[src/rtl/wavegen_dds_core_pkg.sv]
`default_nettype none
// ============================================================================
// Module      : wavegen_dds_core_pkg
// Description : Shared types, default widths and arithmetic helpers for the
//               wavegen DDS core (waveform enum, mode decode, saturation).
// Ports       : none (package)
// Revision    : 1.0 - initial N-channel release
// ============================================================================
package wavegen_dds_core_pkg;

    typedef enum logic [2:0] {
        WAVE_DC   = 3'd0,
        WAVE_SINE = 3'd1,
        WAVE_SAW  = 3'd2,
        WAVE_TRI  = 3'd3,
        WAVE_SQR  = 3'd4
    } wave_mode_t;

    localparam int unsigned c_n_ch      = 2;
    localparam int unsigned c_acc_w     = 32;
    localparam int unsigned c_addr_w    = 12;
    localparam int unsigned c_samp_w    = 16;
    // Gain is Q1.15, so the product is renormalised by 15 fractional bits.
    localparam int unsigned c_gain_frac = 15;

    // Unused encodings 5..7 collapse to DC so the output stays well defined.
    function automatic wave_mode_t to_wave_mode(input logic [2:0] m);
        case (m)
            3'd1:    return WAVE_SINE;
            3'd2:    return WAVE_SAW;
            3'd3:    return WAVE_TRI;
            3'd4:    return WAVE_SQR;
            default: return WAVE_DC;
        endcase
    endfunction

    // Add two wide signed values and clamp the result to a w-bit signed range.
    // Operands are far narrower than 64 bits, so the sum itself cannot wrap.
    function automatic logic signed [63:0] sat_add(input logic signed [63:0] a,
                                                   input logic signed [63:0] b,
                                                   input int unsigned        w);
        logic signed [63:0] s;
        logic signed [63:0] hi;
        logic signed [63:0] lo;
        s  = a + b;
        hi = (64'sd1 <<< (w - 1)) - 64'sd1;
        lo = -(64'sd1 <<< (w - 1));
        if (s > hi)      return hi;
        else if (s < lo) return lo;
        else             return s;
    endfunction

endpackage
`default_nettype wire

[src/rtl/wavegen_dds_core_if.sv]
`default_nettype none
// ============================================================================
// Module      : wavegen_dds_core_if
// Description : Control, configuration, LUT and sample bundle of the DDS core.
//               master : register bank / LUT / DAC side
//               slave  : DDS core
// Signals     : en, tick, phase_sync       run control strobes
//               mode, freq, phase_ofs,     per-channel configuration arrays
//               amp, offset
//               lut_addr / lut_data        external sine LUT (1-clk read)
//               sample, sample_valid       signed output samples
// Revision    : 1.0 - initial N-channel release
// ============================================================================
interface wavegen_dds_core_if #(
    parameter int unsigned N_CH   = 2,
    parameter int unsigned ACC_W  = 32,
    parameter int unsigned ADDR_W = 12,
    parameter int unsigned SAMP_W = 16
);
    logic                             en;
    logic                             tick;
    logic                             phase_sync;
    logic [N_CH-1:0][2:0]             mode;
    logic [N_CH-1:0][ACC_W-1:0]       freq;
    logic [N_CH-1:0][ADDR_W-1:0]      phase_ofs;
    logic [N_CH-1:0][SAMP_W-1:0]      amp;
    logic [N_CH-1:0][SAMP_W-1:0]      offset;
    logic [N_CH-1:0][ADDR_W-1:0]      lut_addr;
    logic [N_CH-1:0][SAMP_W-1:0]      lut_data;
    logic [N_CH-1:0][SAMP_W-1:0]      sample;
    logic                             sample_valid;

    modport master (
        output en, tick, phase_sync, mode, freq, phase_ofs, amp, offset, lut_data,
        input  lut_addr, sample, sample_valid
    );

    modport slave (
        input  en, tick, phase_sync, mode, freq, phase_ofs, amp, offset, lut_data,
        output lut_addr, sample, sample_valid
    );
endinterface
`default_nettype wire

[src/rtl/wavegen_dds_core_channel.sv]
`default_nettype none
// ============================================================================
// Module      : wavegen_dds_core_channel
// Description : One DDS channel: phase accumulator, LUT address, waveform
//               synthesis, Q1.15 gain, DC offset and saturation.
//               Stage strobes come from the shared valid pipeline in the top.
// Ports       : clk, reset            clock, synchronous active-high reset
//               i_s0_fire..i_s3_fire  stage advance strobes (S0 = tick & en)
//               i_phase_sync          zero the accumulator
//               i_mode, i_freq, i_phase_ofs, i_amp, i_offset   configuration
//               i_lut_data            LUT sample for o_lut_addr, 1 clk later
//               o_lut_addr            LUT address
//               o_sample              signed output sample
// Revision    : 1.0 - initial N-channel release
// ============================================================================
module wavegen_dds_core_channel
    import wavegen_dds_core_pkg::*;
#(
    parameter int unsigned ACC_W  = c_acc_w,
    parameter int unsigned ADDR_W = c_addr_w,
    parameter int unsigned SAMP_W = c_samp_w
) (
    input  wire logic                     clk,
    input  wire logic                     reset,
    input  wire logic                     i_s0_fire,
    input  wire logic                     i_s1_fire,
    input  wire logic                     i_s2_fire,
    input  wire logic                     i_s3_fire,
    input  wire logic                     i_phase_sync,
    input  wire logic [2:0]               i_mode,
    input  wire logic [ACC_W-1:0]         i_freq,
    input  wire logic [ADDR_W-1:0]        i_phase_ofs,
    input  wire logic [SAMP_W-1:0]        i_amp,
    input  wire logic signed [SAMP_W-1:0] i_offset,
    input  wire logic signed [SAMP_W-1:0] i_lut_data,
    output logic [ADDR_W-1:0]             o_lut_addr,
    output logic signed [SAMP_W-1:0]      o_sample
);

    localparam logic signed [SAMP_W-1:0] c_sqr_pos = {1'b0, {(SAMP_W-1){1'b1}}};
    localparam logic signed [SAMP_W-1:0] c_sqr_neg = {1'b1, {(SAMP_W-2){1'b0}}, 1'b1};

    logic [ACC_W-1:0]         r_acc;
    logic [ACC_W-1:0]         w_acc_next;
    logic [ADDR_W-1:0]        r_lut_addr;
    logic [ADDR_W-1:0]        r_ph2;
    wave_mode_t               r_mode1;
    wave_mode_t               r_mode2;
    logic [SAMP_W-1:0]        r_amp1;
    logic [SAMP_W-1:0]        r_amp2;
    logic [SAMP_W-1:0]        r_amp3;
    logic signed [SAMP_W-1:0] r_ofs1;
    logic signed [SAMP_W-1:0] r_ofs2;
    logic signed [SAMP_W-1:0] r_ofs3;
    logic signed [SAMP_W-1:0] r_raw3;
    logic signed [SAMP_W-1:0] r_sample;

    logic [ADDR_W-1:0]        w_saw_ph;
    logic [ADDR_W-2:0]        w_tri_t;
    logic [SAMP_W-1:0]        w_tri_u;
    logic signed [SAMP_W-1:0] w_raw;
    logic signed [63:0]       w_prod;
    logic signed [63:0]       w_scaled;
    logic signed [SAMP_W-1:0] w_y;

    // Sync wins over a coincident tick, so that sample is taken at phase 0.
    assign w_acc_next = i_phase_sync ? '0 : r_acc + i_freq;

    always_ff @(posedge clk) begin
        if (reset) begin
            r_acc <= '0;
        end else if (i_phase_sync || i_s0_fire) begin
            r_acc <= w_acc_next;
        end
    end

    // S0: the LUT address is built from the updated accumulator so that a
    // registered LUT returns data in time for S2. Per-sample configuration is
    // frozen here and travels with the sample, so a sample never mixes configs.
    always_ff @(posedge clk) begin
        if (reset) begin
            r_lut_addr <= '0;
            r_mode1    <= WAVE_DC;
            r_amp1     <= '0;
            r_ofs1     <= '0;
        end else if (i_s0_fire) begin
            r_lut_addr <= w_acc_next[ACC_W-1 -: ADDR_W] + i_phase_ofs;
            r_mode1    <= to_wave_mode(i_mode);
            r_amp1     <= i_amp;
            r_ofs1     <= i_offset;
        end
    end

    // S1: LUT read in flight; keep the phase for the synthetic waveforms.
    always_ff @(posedge clk) begin
        if (reset) begin
            r_ph2   <= '0;
            r_mode2 <= WAVE_DC;
            r_amp2  <= '0;
            r_ofs2  <= '0;
        end else if (i_s1_fire) begin
            r_ph2   <= r_lut_addr;
            r_mode2 <= r_mode1;
            r_amp2  <= r_amp1;
            r_ofs2  <= r_ofs1;
        end
    end

    // S2 waveform generation. Phase-derived shapes are left-justified into
    // the sample width by placing them at the top of a wide vector.
    always_comb begin
        w_saw_ph = {~r_ph2[ADDR_W-1], r_ph2[ADDR_W-2:0]};
        w_tri_t  = r_ph2[ADDR_W-1] ? ~r_ph2[ADDR_W-2:0] : r_ph2[ADDR_W-2:0];
        w_tri_u  = SAMP_W'({w_tri_t, {SAMP_W{1'b0}}} >> (ADDR_W - 1));
        w_raw    = '0;
        case (r_mode2)
            WAVE_SINE: w_raw = i_lut_data;
            WAVE_SAW:  w_raw = SAMP_W'({w_saw_ph, {SAMP_W{1'b0}}} >> ADDR_W);
            // Unsigned 0..max folded ramp re-centred by flipping its MSB.
            WAVE_TRI:  w_raw = {~w_tri_u[SAMP_W-1], w_tri_u[SAMP_W-2:0]};
            WAVE_SQR:  w_raw = r_ph2[ADDR_W-1] ? c_sqr_neg : c_sqr_pos;
            default:   w_raw = '0;
        endcase
    end

    always_ff @(posedge clk) begin
        if (reset) begin
            r_raw3 <= '0;
            r_amp3 <= '0;
            r_ofs3 <= '0;
        end else if (i_s2_fire) begin
            r_raw3 <= w_raw;
            r_amp3 <= r_amp2;
            r_ofs3 <= r_ofs2;
        end
    end

    // S3: signed raw times unsigned gain, arithmetic shift, offset, clamp.
    always_comb begin
        w_prod   = $signed({{(64-SAMP_W){r_raw3[SAMP_W-1]}}, r_raw3})
                 * $signed({{(64-SAMP_W){1'b0}}, r_amp3});
        w_scaled = w_prod >>> c_gain_frac;
        w_y      = SAMP_W'(sat_add(w_scaled,
                                   $signed({{(64-SAMP_W){r_ofs3[SAMP_W-1]}}, r_ofs3}),
                                   SAMP_W));
    end

    always_ff @(posedge clk) begin
        if (reset) begin
            r_sample <= '0;
        end else if (i_s3_fire) begin
            r_sample <= w_y;
        end
    end

    assign o_lut_addr = r_lut_addr;
    assign o_sample   = r_sample;

endmodule
`default_nettype wire

[src/rtl/wavegen_dds_core.sv]
`default_nettype none
// ============================================================================
// Module      : wavegen_dds_core
// Description : N-channel DDS engine. Shares one tick/valid pipeline across
//               all channels so every channel's sample updates together.
//               Tick accepted on edge T -> sample_valid high after edge T+3.
// Ports       : clk    system clock
//               reset  synchronous active-high reset (drops in-flight samples)
//               bus    wavegen_dds_core_if.slave: en, tick, phase_sync,
//                      mode/freq/phase_ofs/amp/offset, lut_addr/lut_data,
//                      sample/sample_valid
//               Parameters must match those of the connected interface.
// Revision    : 1.0 - initial N-channel release
// ============================================================================
module wavegen_dds_core
    import wavegen_dds_core_pkg::*;
#(
    parameter int unsigned N_CH   = c_n_ch,
    parameter int unsigned ACC_W  = c_acc_w,
    parameter int unsigned ADDR_W = c_addr_w,
    parameter int unsigned SAMP_W = c_samp_w
) (
    input  wire logic          clk,
    input  wire logic          reset,
    wavegen_dds_core_if.slave  bus
);

    logic w_s0_fire;
    logic r_v1;
    logic r_v2;
    logic r_v3;
    logic r_sample_valid;

    // Ticks are ignored while disabled; samples already in flight still drain.
    assign w_s0_fire = bus.tick & bus.en;

    always_ff @(posedge clk) begin
        if (reset) begin
            r_v1           <= 1'b0;
            r_v2           <= 1'b0;
            r_v3           <= 1'b0;
            r_sample_valid <= 1'b0;
        end else begin
            r_v1           <= w_s0_fire;
            r_v2           <= r_v1;
            r_v3           <= r_v2;
            r_sample_valid <= r_v3;
        end
    end

    assign bus.sample_valid = r_sample_valid;

    for (genvar g = 0; g < N_CH; g++) begin : g_ch
        wavegen_dds_core_channel #(
            .ACC_W  (ACC_W),
            .ADDR_W (ADDR_W),
            .SAMP_W (SAMP_W)
        ) u_channel (
            .clk          (clk),
            .reset        (reset),
            .i_s0_fire    (w_s0_fire),
            .i_s1_fire    (r_v1),
            .i_s2_fire    (r_v2),
            .i_s3_fire    (r_v3),
            .i_phase_sync (bus.phase_sync),
            .i_mode       (bus.mode[g]),
            .i_freq       (bus.freq[g]),
            .i_phase_ofs  (bus.phase_ofs[g]),
            .i_amp        (bus.amp[g]),
            .i_offset     (bus.offset[g]),
            .i_lut_data   (bus.lut_data[g]),
            .o_lut_addr   (bus.lut_addr[g]),
            .o_sample     (bus.sample[g])
        );
    end

endmodule
`default_nettype wire
[src/flat_wrapper.sv]
// flat-port wrapper written by rule: the top's interface ports become plain ports
module wavegen_dds_core_flat import wavegen_dds_core_pkg::*;
#(
    parameter int unsigned N_CH   = c_n_ch,
    parameter int unsigned ACC_W  = c_acc_w,
    parameter int unsigned ADDR_W = c_addr_w,
    parameter int unsigned SAMP_W = c_samp_w
)
  (clk, reset, bus_en, bus_tick, bus_phase_sync, bus_mode, bus_freq, bus_phase_ofs, bus_amp, bus_offset, bus_lut_data, bus_lut_addr, bus_sample, bus_sample_valid);
  wavegen_dds_core_if #(.N_CH(N_CH), .ACC_W(ACC_W), .ADDR_W(ADDR_W), .SAMP_W(SAMP_W)) bus_i ();
  input  wire logic clk;
  input  wire logic reset;
  input wire logic [$bits(bus_i.en)-1:0] bus_en;
  input wire logic [$bits(bus_i.tick)-1:0] bus_tick;
  input wire logic [$bits(bus_i.phase_sync)-1:0] bus_phase_sync;
  input wire logic [$bits(bus_i.mode)-1:0] bus_mode;
  input wire logic [$bits(bus_i.freq)-1:0] bus_freq;
  input wire logic [$bits(bus_i.phase_ofs)-1:0] bus_phase_ofs;
  input wire logic [$bits(bus_i.amp)-1:0] bus_amp;
  input wire logic [$bits(bus_i.offset)-1:0] bus_offset;
  input wire logic [$bits(bus_i.lut_data)-1:0] bus_lut_data;
  output wire logic [$bits(bus_i.lut_addr)-1:0] bus_lut_addr;
  output wire logic [$bits(bus_i.sample)-1:0] bus_sample;
  output wire logic [$bits(bus_i.sample_valid)-1:0] bus_sample_valid;
  assign bus_i.en = bus_en;
  assign bus_i.tick = bus_tick;
  assign bus_i.phase_sync = bus_phase_sync;
  assign bus_i.mode = bus_mode;
  assign bus_i.freq = bus_freq;
  assign bus_i.phase_ofs = bus_phase_ofs;
  assign bus_i.amp = bus_amp;
  assign bus_i.offset = bus_offset;
  assign bus_i.lut_data = bus_lut_data;
  assign bus_lut_addr = bus_i.lut_addr;
  assign bus_sample = bus_i.sample;
  assign bus_sample_valid = bus_i.sample_valid;
  wavegen_dds_core #(.N_CH(N_CH), .ACC_W(ACC_W), .ADDR_W(ADDR_W), .SAMP_W(SAMP_W)) u_core (.clk(clk), .reset(reset), .bus(bus_i));
endmodule
[config.mk]
export PLATFORM = sky130hd
export DESIGN_NAME = wavegen_dds_core_flat
export DESIGN_NICKNAME = d
export VERILOG_FILES = /design/src/rtl/wavegen_dds_core_pkg.sv /design/src/rtl/wavegen_dds_core_if.sv /design/src/rtl/wavegen_dds_core_channel.sv /design/src/rtl/wavegen_dds_core.sv /design/src/flat_wrapper.sv
export SDC_FILE = /design/constraint.sdc
export NUM_CORES = 2
export LEC_CHECK = 0
export ABC_AREA = 1
export CAP_MARGIN = 40
export CORE_MARGIN = 5
export CORE_UTILIZATION = 49
export CTS_CLUSTER_DIAMETER = 200
export CTS_CLUSTER_SIZE = 8
export DETAILED_ROUTE_END_ITERATION = 16
export GPL_ROUTABILITY_DRIVEN = 0
export PLACE_DENSITY = 0.77
export SYNTH_ARGS = -nofsm -noshare
export SYNTH_HDL_FRONTEND = slang
export SYNTH_HIERARCHICAL = 1
export SYNTH_SLANG_ARGS = --single-unit
[constraint.sdc]
create_clock -name clk -period 9.25 [get_ports clk]
set_clock_uncertainty 0.2 [all_clocks]
set_input_delay 1.3875 -clock clk [delete_from_list [all_inputs] [get_ports clk]]
set_output_delay 1.3875 -clock clk [all_outputs]
set_load 0.05 [all_outputs]
==> metrics.txt <==
status finished, final reports clean; initial antenna violation count 12; drt wl/cell between 15 and 20 um; core area about 0.079 mm2; post-synth top area cell fa_1; YS warnings 6; DRC viols 0; Post-synth EDFFs 0; Synth Area in Compound Gates 0.117; drt pass-1 iters 7; total power roughly 4.2 mW; initial core utilization 0.494; root buffer cell clkbuf_16; Overall Global Routing Usage 0.256; P&R area growth vs syn 11.6%; Finished Cell Area roughly 0.044 mm2; total die area around 0.086 mm2; VDD IR-drop max roughly 0.15 mV; reg-to-reg critical path startpoint u_core/g_ch[1].u_channel/r_raw3[5]; mapped cell area between 0.03 and 0.04 mm2; max cap viols 0; cts repair resizes 0; Mapped Cells 5,532; Hold Startpoint u_core/g_ch[0].u_channel/r_ofs2[0]; CTS tree built; GRT overflow 0; multiplexer share of the synthesized area 0; worst hold stages 2; die height slightly below 300 um; final wirelength ~110,000 um; Die W 293 um; worst rel slew slack 0.373; Crit. End Element flip-flop; f_max around 120 MHz; syn_nets about 6,500; number of global-route vias before repair between 30,000 and 40,000; CP Class flip-flop to flip-flop; clk sink count 384; RSZ-0062 raised after global routing no; io pins roughly 250; Final nets 6,566; Post-CTS Setup Bufs 0; Tmin final 8.16 ns; TNS Setup 0 ns; type of the worst min-delay path flip-flop to flip-flop; max incr delay on CP 0.93 ns; crit path DAT between 8 and 9 ns; DRT iter0 DRCs around 3,100; placed cell areas 0.0422 mm2; Final Hold Vio Count 0; top cell type's share of synthesized area 0.201; Worst setup SP type flip-flop; Worst path slowest cell dfxtp_1; Leakage 23.3 nW; CTS Hold Bufs 0; main combinational cell family by area after synthesis adder cells; fraction of layout cells with a size suffix above 1 0.0301; FILL cells roughly 7,500; largest net degree at the start of global routing 105; latest clock arrival within the worst-skew pair between 0.6 and 0.7 ns; Max Buffers Root-to-Sink 3; vias post-DR roughly 36,000; Critical Path RT roughly 9.5 ns; Async SR Flop Fraction 0; Vias/cell about 5.4; reg2reg end u_core/g_ch[1].u_channel/o_sample[14]; Unique masters post-synth 47; Clock transition at path regs approximately 0.06 ns; Post-synth top cells 1,222 x nand2_1, 948 x inv_1, 738 x nor2_1, 392 x fa_1, 384 x dfxtp_1; top_reg_cell synth dfxtp_1; Post-DP HPWL around 86,000 um; Synth Area in Simple Gates 0.229; Crit path max-delay family adder cells; syn avg cell area between 7 and 8 um2; Pins Over Slew Limit 0; Synth area leaders fa_1 20%, dfxtp_1 20%, nand2_1 12%; most common cell in the netlist nand2_1; post-route ant nets 0; Slew @ Worst Pin roughly 0.94 ns; PD cells 96.2 mW/mm2; CTS H-Tree Depth 2; I/O Buffers about 250; Reg2Reg Depth 32; Synth Register Bits 384; CTS buffer count 53; period utilization 0.882; utilization after layout 0.552; sequential-to-total area share from yosys stat 0.197; row count 103; first-pass GRT wire length 182,000 um; # setup viols final 0; Max Fanout on Critical Path 17; R2R Setup Slk between 1 and 1.5 ns; Bufs and invs on worst path 6; most used cell, CP nand2_1; Worst Hold Path EP u_core/g_ch[0].u_channel/r_ofs3[0]; xor/xnor cell area share of the yosys netlist 0.0240; post-synthesis adder-cell area fraction 0.316
==> layout make-up <==
| class | instances | area [um2] | share of cell area |
|---|---|---|---|
| multi-input combinational | 3940 | 26800 | 0.615 |
| timing repair buffer | 280 | 2790 | 0.0640 |
| inverter | 958 | 3600 | 0.0825 |
| antenna | 10 | 25.0 | 0.000573 |
| sequential | 384 | 7690 | 0.176 |
| clock inverter | 3 | 55.1 | 0.00126 |
| tap | 1050 | 1310 | 0.0301 |
| clock buffer | 54 | 1330 | 0.0305 |
==> worst max-delay path by stage <==
stage / startpoint / to / slack, ns / depth (start not counted)
final: u_core/g_ch[1].u_channel/r_raw3[5] / u_core/g_ch[1].u_channel/o_sample[14] / 1.09 / 32
after global routing: u_core/g_ch[1].u_channel/r_raw3[5] / u_core/g_ch[1].u_channel/o_sample[14] / 0.59 / 34
after CTS: u_core/g_ch[0].u_channel/r_raw3[3] / u_core/g_ch[0].u_channel/o_sample[1] / 1.19 / 35
after detailed placement: u_core/g_ch[0].u_channel/r_raw3[3] / u_core/g_ch[0].u_channel/o_sample[1] / 1.25 / 35
after global placement: u_core/g_ch[0].u_channel/r_raw3[3] / u_core/g_ch[0].u_channel/o_sample[0] / 1.36 / 35
after floorplan: u_core/g_ch[0].u_channel/r_amp3[5] / u_core/g_ch[0].u_channel/o_sample[10] / 2.09 / 36
==> worst register-to-register path, delay by kind of cell (launching register included) <==
| family | cells | cell delay (ns) |
|---|---|---|
| adders and majority gates | 8 | 3.51 |
| xor gates and xnor gates | 1 | 0.17 |
| buffers and inverters | 6 | 0.44 |
| and+or+nand+nor | 11 | 1.14 |
| AOI/OAI and AO/OA | 6 | 1.63 |
| DFF | 1 | 0.93 |
==> logic make-up (layout without fill, tap and decap cells) <==
| logic type | Yosys count | count (layout) |
|---|---|---|
| AND/OR/NAND/NOR | 2239 | 2239 |
| buffers and inverters | 1208 | 1295 |
| AO/OA/AOI/OAI | 840 | 840 |
| adder cells (fa/ha/maj) | 754 | 754 |
| flip-flops | 384 | 384 |
| XOR/XNOR | 107 | 107 |
| other | 0 | 10 |
==> per-layer routing <==
| layer | up-vias | GRT usage | wire length [um] |
|---|---|---|---|
| li1 | 17300 | - | - |
| met2 | 1446 | 0.423 | 51000 |
| met5 | - | 0 | 23 |
| met4 | 4 | 0.0951 | 4190 |
| met3 | 261 | 0.0440 | 9450 |
| met1 | 17100 | 0.340 | 46600 |
==> through the flow <==
stage	cells	hold WS (ns)	worst slack (ns)
global route	6677	0.284	0.591
detailed placement	6612	0.257	1.25
global placement	6608	0.253	1.36
finish	6679	0.256	1.09
CTS	6669	0.265	1.19
floorplan	5532	0.241	2.09
==> power breakdown <==
part	switching (mW)	internal (mW)
Combinational	0.387	0.248
Clock	0.751	1.00
Sequential	0.0804	1.73
Total	1.22	2.98
==> state kept, by name, indices dropped and copies added, names as in the netlist, 32 cells and up <==
name                            flops
u_core/g_ch.u_channel/r_acc        64
u_core/g_ch.u_channel/r_amp2       32
u_core/g_ch.u_channel/r_raw3       32
u_core/g_ch.u_channel/r_amp3       32
u_core/g_ch.u_channel/r_ofs2       32
u_core/g_ch.u_channel/r_ofs3       32
u_core/g_ch.u_channel/r_amp1       32
u_core/g_ch.u_channel/o_sample     32
u_core/g_ch.u_channel/r_ofs1       32
==> placed cells by master (no fill, tap or decap), types with 5 or more instances in the layout <==
master,netlist,final
nand2_1,1222,1222
a211oi_1,7,7
nand2_2,16,16
xnor2_1,50,50
nor4_1,10,10
o211ai_1,9,9
clkinv_1,7,6
a221oi_1,6,6
o21ai_0,383,383
nand3_2,5,5
o21a_1,6,6
o2111ai_1,21,21
nand3b_1,9,9
inv_1,948,945
inv_2,3,5
ha_1,362,362
nand3_1,115,115
nor2_1,738,736
buf_4,0,26
nand4_1,45,45
clkbuf_16,0,53
and3_1,6,6
a21o_1,27,27
xor2_1,57,57
a31oi_1,10,10
nor2_2,7,9
a21oi_1,329,329
dfxtp_1,384,382
o21ai_1,5,5
a21oi_2,12,12
diode_2,0,10
fa_1,392,392
or2_2,27,27
o21bai_1,14,14
nor3_1,33,33
clkdlybuf4s50_1,0,250
No activity file was read; power rests on OpenSTA's default activity.
